## src/rtl/shift_tx_if.sv

```systemverilog
// shift_tx_if: word-load handshake and serial output bundle for shift_tx.
// Latency: none, this is a plain signal grouping with no storage.
// Backpressure: the producer presents d/load and the word is taken only on an edge where ready=1.
//
// Signals:
//   d           producer -> tx   WIDTH-bit word to transmit
//   load        producer -> tx   word-valid strobe
//   ready       tx -> producer   one-entry holding buffer is empty
//   sdo         tx -> link       serial data, MSB first, 0 when not valid
//   sdo_valid   tx -> link       sdo carries a frame bit this cycle
//   frame_start tx -> link       high on the MSB of each frame
//   busy        tx -> link       engine not idle
interface shift_tx_if #(
  parameter int WIDTH = 4
);
  logic [WIDTH-1:0] d;
  logic             load;
  logic             ready;
  logic             sdo;
  logic             sdo_valid;
  logic             frame_start;
  logic             busy;

  // master: the word producer / link observer side
  modport master (
    output d, load,
    input  ready, sdo, sdo_valid, frame_start, busy
  );

  // slave: the transmitter itself
  modport slave (
    input  d, load,
    output ready, sdo, sdo_valid, frame_start, busy
  );
endinterface

```

## src/rtl/shift_tx.sv

```systemverilog
// shift_tx: parallel-in, serial-out transmitter with a one-entry holding buffer, MSB first.
// Latency: word accepted at edge E0, MSB on sdo after E1; a frame is WIDTH cycles (WIDTH+1 with parity).
// Backpressure: ready=!hold_full; a load while ready=0 is ignored and the held word is kept.
//
// Ports:
//   clk    rising-edge clock
//   reset  asynchronous active-high reset
//   tx     shift_tx_if.slave (d, load, ready, sdo, sdo_valid, frame_start, busy)
// Build option:
//   SHIFT_TX_PARITY_EN  appends one even-parity bit after the data bits of every frame.
module shift_tx #(
  parameter int WIDTH = 4
) (
  input  logic        clk,
  input  logic        reset,
  shift_tx_if.slave   tx
);

  localparam int CW = $clog2(WIDTH);

  typedef enum logic [1:0] {
    S_IDLE   = 2'd0,
    S_SHIFT  = 2'd1,
    S_PARITY = 2'd2
  } state_e;

  state_e           state_q, state_d;
  logic [WIDTH-1:0] hold_q, hold_d;
  logic             hold_full_q, hold_full_d;
  logic [WIDTH-1:0] shreg_q, shreg_d;
  logic [CW-1:0]    cnt_q, cnt_d;
  logic             frame_start_q, frame_start_d;
`ifdef SHIFT_TX_PARITY_EN
  logic             par_q, par_d;
`endif

  logic last;
  logic accept;
  logic drain;

  // Next-state logic
  always_comb begin
    // "last" = the frame's final bit is on sdo this cycle
`ifdef SHIFT_TX_PARITY_EN
    last = (state_q == S_PARITY);
`else
    last = (state_q == S_SHIFT) && (cnt_q == '0);
`endif
    accept = tx.load && !hold_full_q;
    drain  = hold_full_q && ((state_q == S_IDLE) || last);

    state_d       = state_q;
    hold_d        = hold_q;
    hold_full_d   = hold_full_q;
    shreg_d       = shreg_q;
    cnt_d         = cnt_q;
    frame_start_d = frame_start_q;
`ifdef SHIFT_TX_PARITY_EN
    par_d         = par_q;
`endif

    // accept and drain are mutually exclusive: one needs the buffer empty, the other full
    if (accept) begin
      hold_d      = tx.d;
      hold_full_d = 1'b1;
    end

    case (state_q)
      S_SHIFT: begin
        frame_start_d = 1'b0;
`ifdef SHIFT_TX_PARITY_EN
        par_d = par_q ^ shreg_q[WIDTH-1];
`endif
        if (cnt_q == '0) begin
`ifdef SHIFT_TX_PARITY_EN
          state_d = S_PARITY;
`else
          state_d = S_IDLE;
`endif
        end else begin
          shreg_d = shreg_q << 1;
          cnt_d   = cnt_q - CW'(1);
        end
      end
`ifdef SHIFT_TX_PARITY_EN
      S_PARITY: begin
        frame_start_d = 1'b0;
        state_d       = S_IDLE;
      end
`endif
      default: begin
        frame_start_d = 1'b0;
        state_d       = S_IDLE;
      end
    endcase

    // Drain overrides the frame-end transition so a queued word follows with no gap
    if (drain) begin
      shreg_d       = hold_q;
      cnt_d         = CW'(WIDTH - 1);
      hold_full_d   = 1'b0;
      state_d       = S_SHIFT;
      frame_start_d = 1'b1;
`ifdef SHIFT_TX_PARITY_EN
      par_d         = 1'b0;
`endif
    end
  end

  always_ff @(posedge clk or posedge reset) begin
    if (reset) begin
      state_q       <= S_IDLE;
      hold_q        <= '0;
      hold_full_q   <= 1'b0;
      shreg_q       <= '0;
      cnt_q         <= '0;
      frame_start_q <= 1'b0;
`ifdef SHIFT_TX_PARITY_EN
      par_q         <= 1'b0;
`endif
    end else begin
      state_q       <= state_d;
      hold_q        <= hold_d;
      hold_full_q   <= hold_full_d;
      shreg_q       <= shreg_d;
      cnt_q         <= cnt_d;
      frame_start_q <= frame_start_d;
`ifdef SHIFT_TX_PARITY_EN
      par_q         <= par_d;
`endif
    end
  end

  // Output decode from registered state; reset drops sdo/sdo_valid without waiting for a clock
  always_comb begin
    tx.sdo       = 1'b0;
    tx.sdo_valid = 1'b0;
    case (state_q)
      S_SHIFT: begin
        tx.sdo       = shreg_q[WIDTH-1];
        tx.sdo_valid = 1'b1;
      end
`ifdef SHIFT_TX_PARITY_EN
      S_PARITY: begin
        tx.sdo       = par_q;
        tx.sdo_valid = 1'b1;
      end
`endif
      default: begin
        tx.sdo       = 1'b0;
        tx.sdo_valid = 1'b0;
      end
    endcase
  end

  assign tx.ready       = !hold_full_q;
  assign tx.frame_start = frame_start_q;
  assign tx.busy        = (state_q != S_IDLE);

endmodule

```

## src/flat_wrapper.sv

```systemverilog
// flat-port wrapper written by rule: the top's interface ports become plain ports
module shift_tx_flat 
#(
  parameter int WIDTH = 4
)
  (clk, reset, tx_d, tx_load, tx_ready, tx_sdo, tx_sdo_valid, tx_frame_start, tx_busy);
  shift_tx_if #(.WIDTH(WIDTH)) tx_i ();
  input  logic clk;
  input  logic reset;
  input wire logic [$bits(tx_i.d)-1:0] tx_d;
  input wire logic [$bits(tx_i.load)-1:0] tx_load;
  output wire logic [$bits(tx_i.ready)-1:0] tx_ready;
  output wire logic [$bits(tx_i.sdo)-1:0] tx_sdo;
  output wire logic [$bits(tx_i.sdo_valid)-1:0] tx_sdo_valid;
  output wire logic [$bits(tx_i.frame_start)-1:0] tx_frame_start;
  output wire logic [$bits(tx_i.busy)-1:0] tx_busy;
  assign tx_i.d = tx_d;
  assign tx_i.load = tx_load;
  assign tx_ready = tx_i.ready;
  assign tx_sdo = tx_i.sdo;
  assign tx_sdo_valid = tx_i.sdo_valid;
  assign tx_frame_start = tx_i.frame_start;
  assign tx_busy = tx_i.busy;
  shift_tx #(.WIDTH(WIDTH)) u_core (.clk(clk), .reset(reset), .tx(tx_i));
endmodule
```

## config.mk

```make
export PLATFORM = sky130hd
export DESIGN_NAME = shift_tx_flat
export DESIGN_NICKNAME = d
export VERILOG_FILES = /design/src/rtl/shift_tx_if.sv /design/src/rtl/shift_tx.sv /design/src/flat_wrapper.sv
export SDC_FILE = /design/constraint.sdc
export NUM_CORES = 1
export LEC_CHECK = 0
export CAP_MARGIN = 20
export CORE_AREA = 5 5 42 44
export DETAILED_ROUTE_END_ITERATION = 8
export DIE_AREA = 0 0 47 49
export PLACE_DENSITY = 0.68
export SLEW_MARGIN = 20
export SYNTH_ARGS = -nofsm -noshare
export SYNTH_HDL_FRONTEND = slang
export SYNTH_SLANG_ARGS = --single-unit
export TNS_END_PERCENT = 1
```

## constraint.sdc

```tcl
create_clock -name clk -period 1.6 [get_ports clk]
set_input_delay 0.24 -clock clk [delete_from_list [all_inputs] [get_ports clk]]
set_output_delay 0.24 -clock clk [all_outputs]
set_load 0.02 [all_outputs]
```

==> flow_summary.yaml <==
run_status:
  status: "completed"
place:
  gp_congestion: 0.6504
  dp_slack_ns: 0.2140
  portBuffers: 11
  hpwl_um: 612.1
synthesis:
  yosysSeqAreaShare_pct: 57.91
  syn_inst: 46
  synthDistinctLibCells: 17
  yosys_warnings: 0
  synthesis.area_um2: 561.8
  synth_nets: 54
  yosysTopAreaCell: "dfrtp_1"
  ys_ff_latch: 13
  synthTopCellsByArea: "dfrtp_1, mux2_2, mux2i_1, o21ai_0, buf_4"
  netlist.area_leader.share_pct: 57.91
  avgSynthCellArea_um2: 12.21
timing:
  report.final.hold_viol_count: 0
  grt_setup_unrepaired: "false"
  fmax_mhz: 647.8
  tns_ns: 0
  final.min_clock_period_ns: 1.544
  setup_viol: 0
  drv_slew: 0
  worst_slew_margin_rel_pct: 69.04
  fin_crit_sh_pct: 96.48
  final.setup_skew_ns: 0.001551
  tightestPinTransition_ns: 0.4640
  worst_slack_ns: 0.05627
floorplanning:
  io_pins: 12
  dieArea_um2: 2303
  die_w_um: 47
  rows: 14
  die_h_um: 49
  core_area_um2: 1401
  start_util_pct: 40.09
min_path:
  hold_path.class: "input pin to asynchronous set/reset pin"
power:
  power_density_nw_per_um2: 1994
  leakagePower_nw: 0.3352
  ir_drop_v: 0.001173
grt:
  grt.overflow.total: 0
  grt_max_degree: 15
  grt_pass1_vias: 309
  antenna_found_initial: 0
  grt_pass1_wl_mm: 1.345
  grt_usage_pct: 8.095
cts:
  numCtsBuffers: 3
  cts_buffer_depth: 2
  cts_max_level: 1
  cts_tree: "yes"
  cts_num_sinks: 13
  clk_pin_slew_worst_paths_ns: 0.07
  cts_root_buf: "clkbuf_4"
  worstSkewPairLatency_ns: 0.26
final_layout:
  drive_above_1_share_pct: 21.67
  nets: 69
  areaGrowthSynthToFinish_pct: 25.61
  final_cell_mix: "dfrtp_1, clkdlybuf4s50_1, mux2_2, mux2i_1, inv_1"
  insertedDiodeCount: 0
  final_core_util_pct: 50.36
  layout_commonest_cell: "dfrtp_1"
critical_path:
  critical_path_class: "flop to primary output"
  worstSetupEndpointType: "primary output"
  cp_max_fo: 2
  critical-path-max-stage-delay_ns: 0.60
  required_ns: 1.36
  ff2ff_path_depth: 3
  worstPathCellList: "inv_1 -> clkdlybuf4s50_1"
  worst_ep_arrival_time_ns: 1.30
  cp_slowest_cell: "clkdlybuf4s50_1"
  start_kind: "flop"
flow_run:
  cap_violations: 0
drt:
  ant_nets: 0
  drc: 0
  wl_per_cell_um: 10.57
  vias: 346
  first_iter_violations: 3
  routed_wl_um: 803
  dr.pass1.iters: 3
  viasPerCell: 4.553
logic make-up after synthesis:
logic type      count (synthesis)  synth area share, %
fa+ha+maj                       1                2.227
simple gates                   11                11.36
mux                             8                15.14
compound gates                  6                6.013
buf+inv                         7                7.348
flops                          13                57.91
what timing repair did:
action                     in CTS  in global routing
hold buffers                    0                  0
hold endpoints to repair        0                  0
setup endpoints to repair       1                  0
buffers inserted                0                  0
resized for setup               1                  0
worst paths after layout:
check / slack, ns / end / startpoint
min in group clk: 0.47 / u_core.cnt_q[0]$_DFFE_PP0P_ / u_core.cnt_q[0]$_DFFE_PP0P_
setup / recovery: 0.06 / tx_ready / u_core.hold_full_q$_DFFE_PP0P_
hold reg to reg: 0.47 / u_core.cnt_q[0]$_DFFE_PP0P_ / u_core.cnt_q[0]$_DFFE_PP0P_
hold / removal: 0.28 / u_core.hold_full_q$_DFFE_PP0P_ / reset
max in group asynchronous: 1.01 / u_core.shreg_q[2]$_DFFE_PP0P_ / reset
setup reg to reg: 0.39 / u_core.hold_q[3]$_DFFE_PP0P_ / u_core.hold_full_q$_DFFE_PP0P_
power breakdown:
group          switching (mW)  internal (mW)
registers              0.0736          0.480
clock network          0.0958         0.0963
logic                   0.327          0.334
registers in the layout (all words and copies together) (netlist names):
register	cells
u_core.state_q	1
u_core.shreg_q	4
u_core.cnt_q	2
u_core.tx.frame_start	1
u_core.hold_q	4
u_core.hold_full_q	1
synthesized netlist by cell type:
master and n:
a21o_2 1, a21oi_1 2, and2_1 1, buf_4 2
buf_6 1, dfrtp_1 13, ha_1 1, inv_1 4
mux2_2 4, mux2i_1 4, nand2_1 3, nor2_1 2
nor2b_2 1, nor2b_4 1, nor3_1 2, o21ai_0 3
or2_2 1
per-stage QoR:
step	instance area [µm²]	hold slack, ns	std cells	power [mW]
floorplan	561.8	0.1170	46	1.059
CTS	705.7	0.2875	76	1.432
global route	705.7	0.3159	76	1.527
finish	705.7	0.2785	76	1.407
detailed placement	680.7	0.4658	72	1.246
global placement	680.7	0.4633	72	1.220
final cells by class:
type                       count  area (µm²)
clock buffer                   4       26.28
fill                         139       695.7
timing repair buffer          13       123.9
multi-input combinational     26       195.2
sequential                    13       325.3
inverter                       4       15.01
tap                           16       20.02
metal layers:
metal	track usage, %	vias up	part of all wire [%]
li1	-	182	-
met1	11.37	155	48
met2	10.41	7	45
met3	2.214	2	5.9
met4	5.530	0	1.0
met5	0	-	0
critical path, delay by kind of cell, from the launching register on:
family                 cells  cell delay (ns)
buffers and inverters      2             0.67
flip-flops                 1             0.38
(Power assumes the default switching activity.)
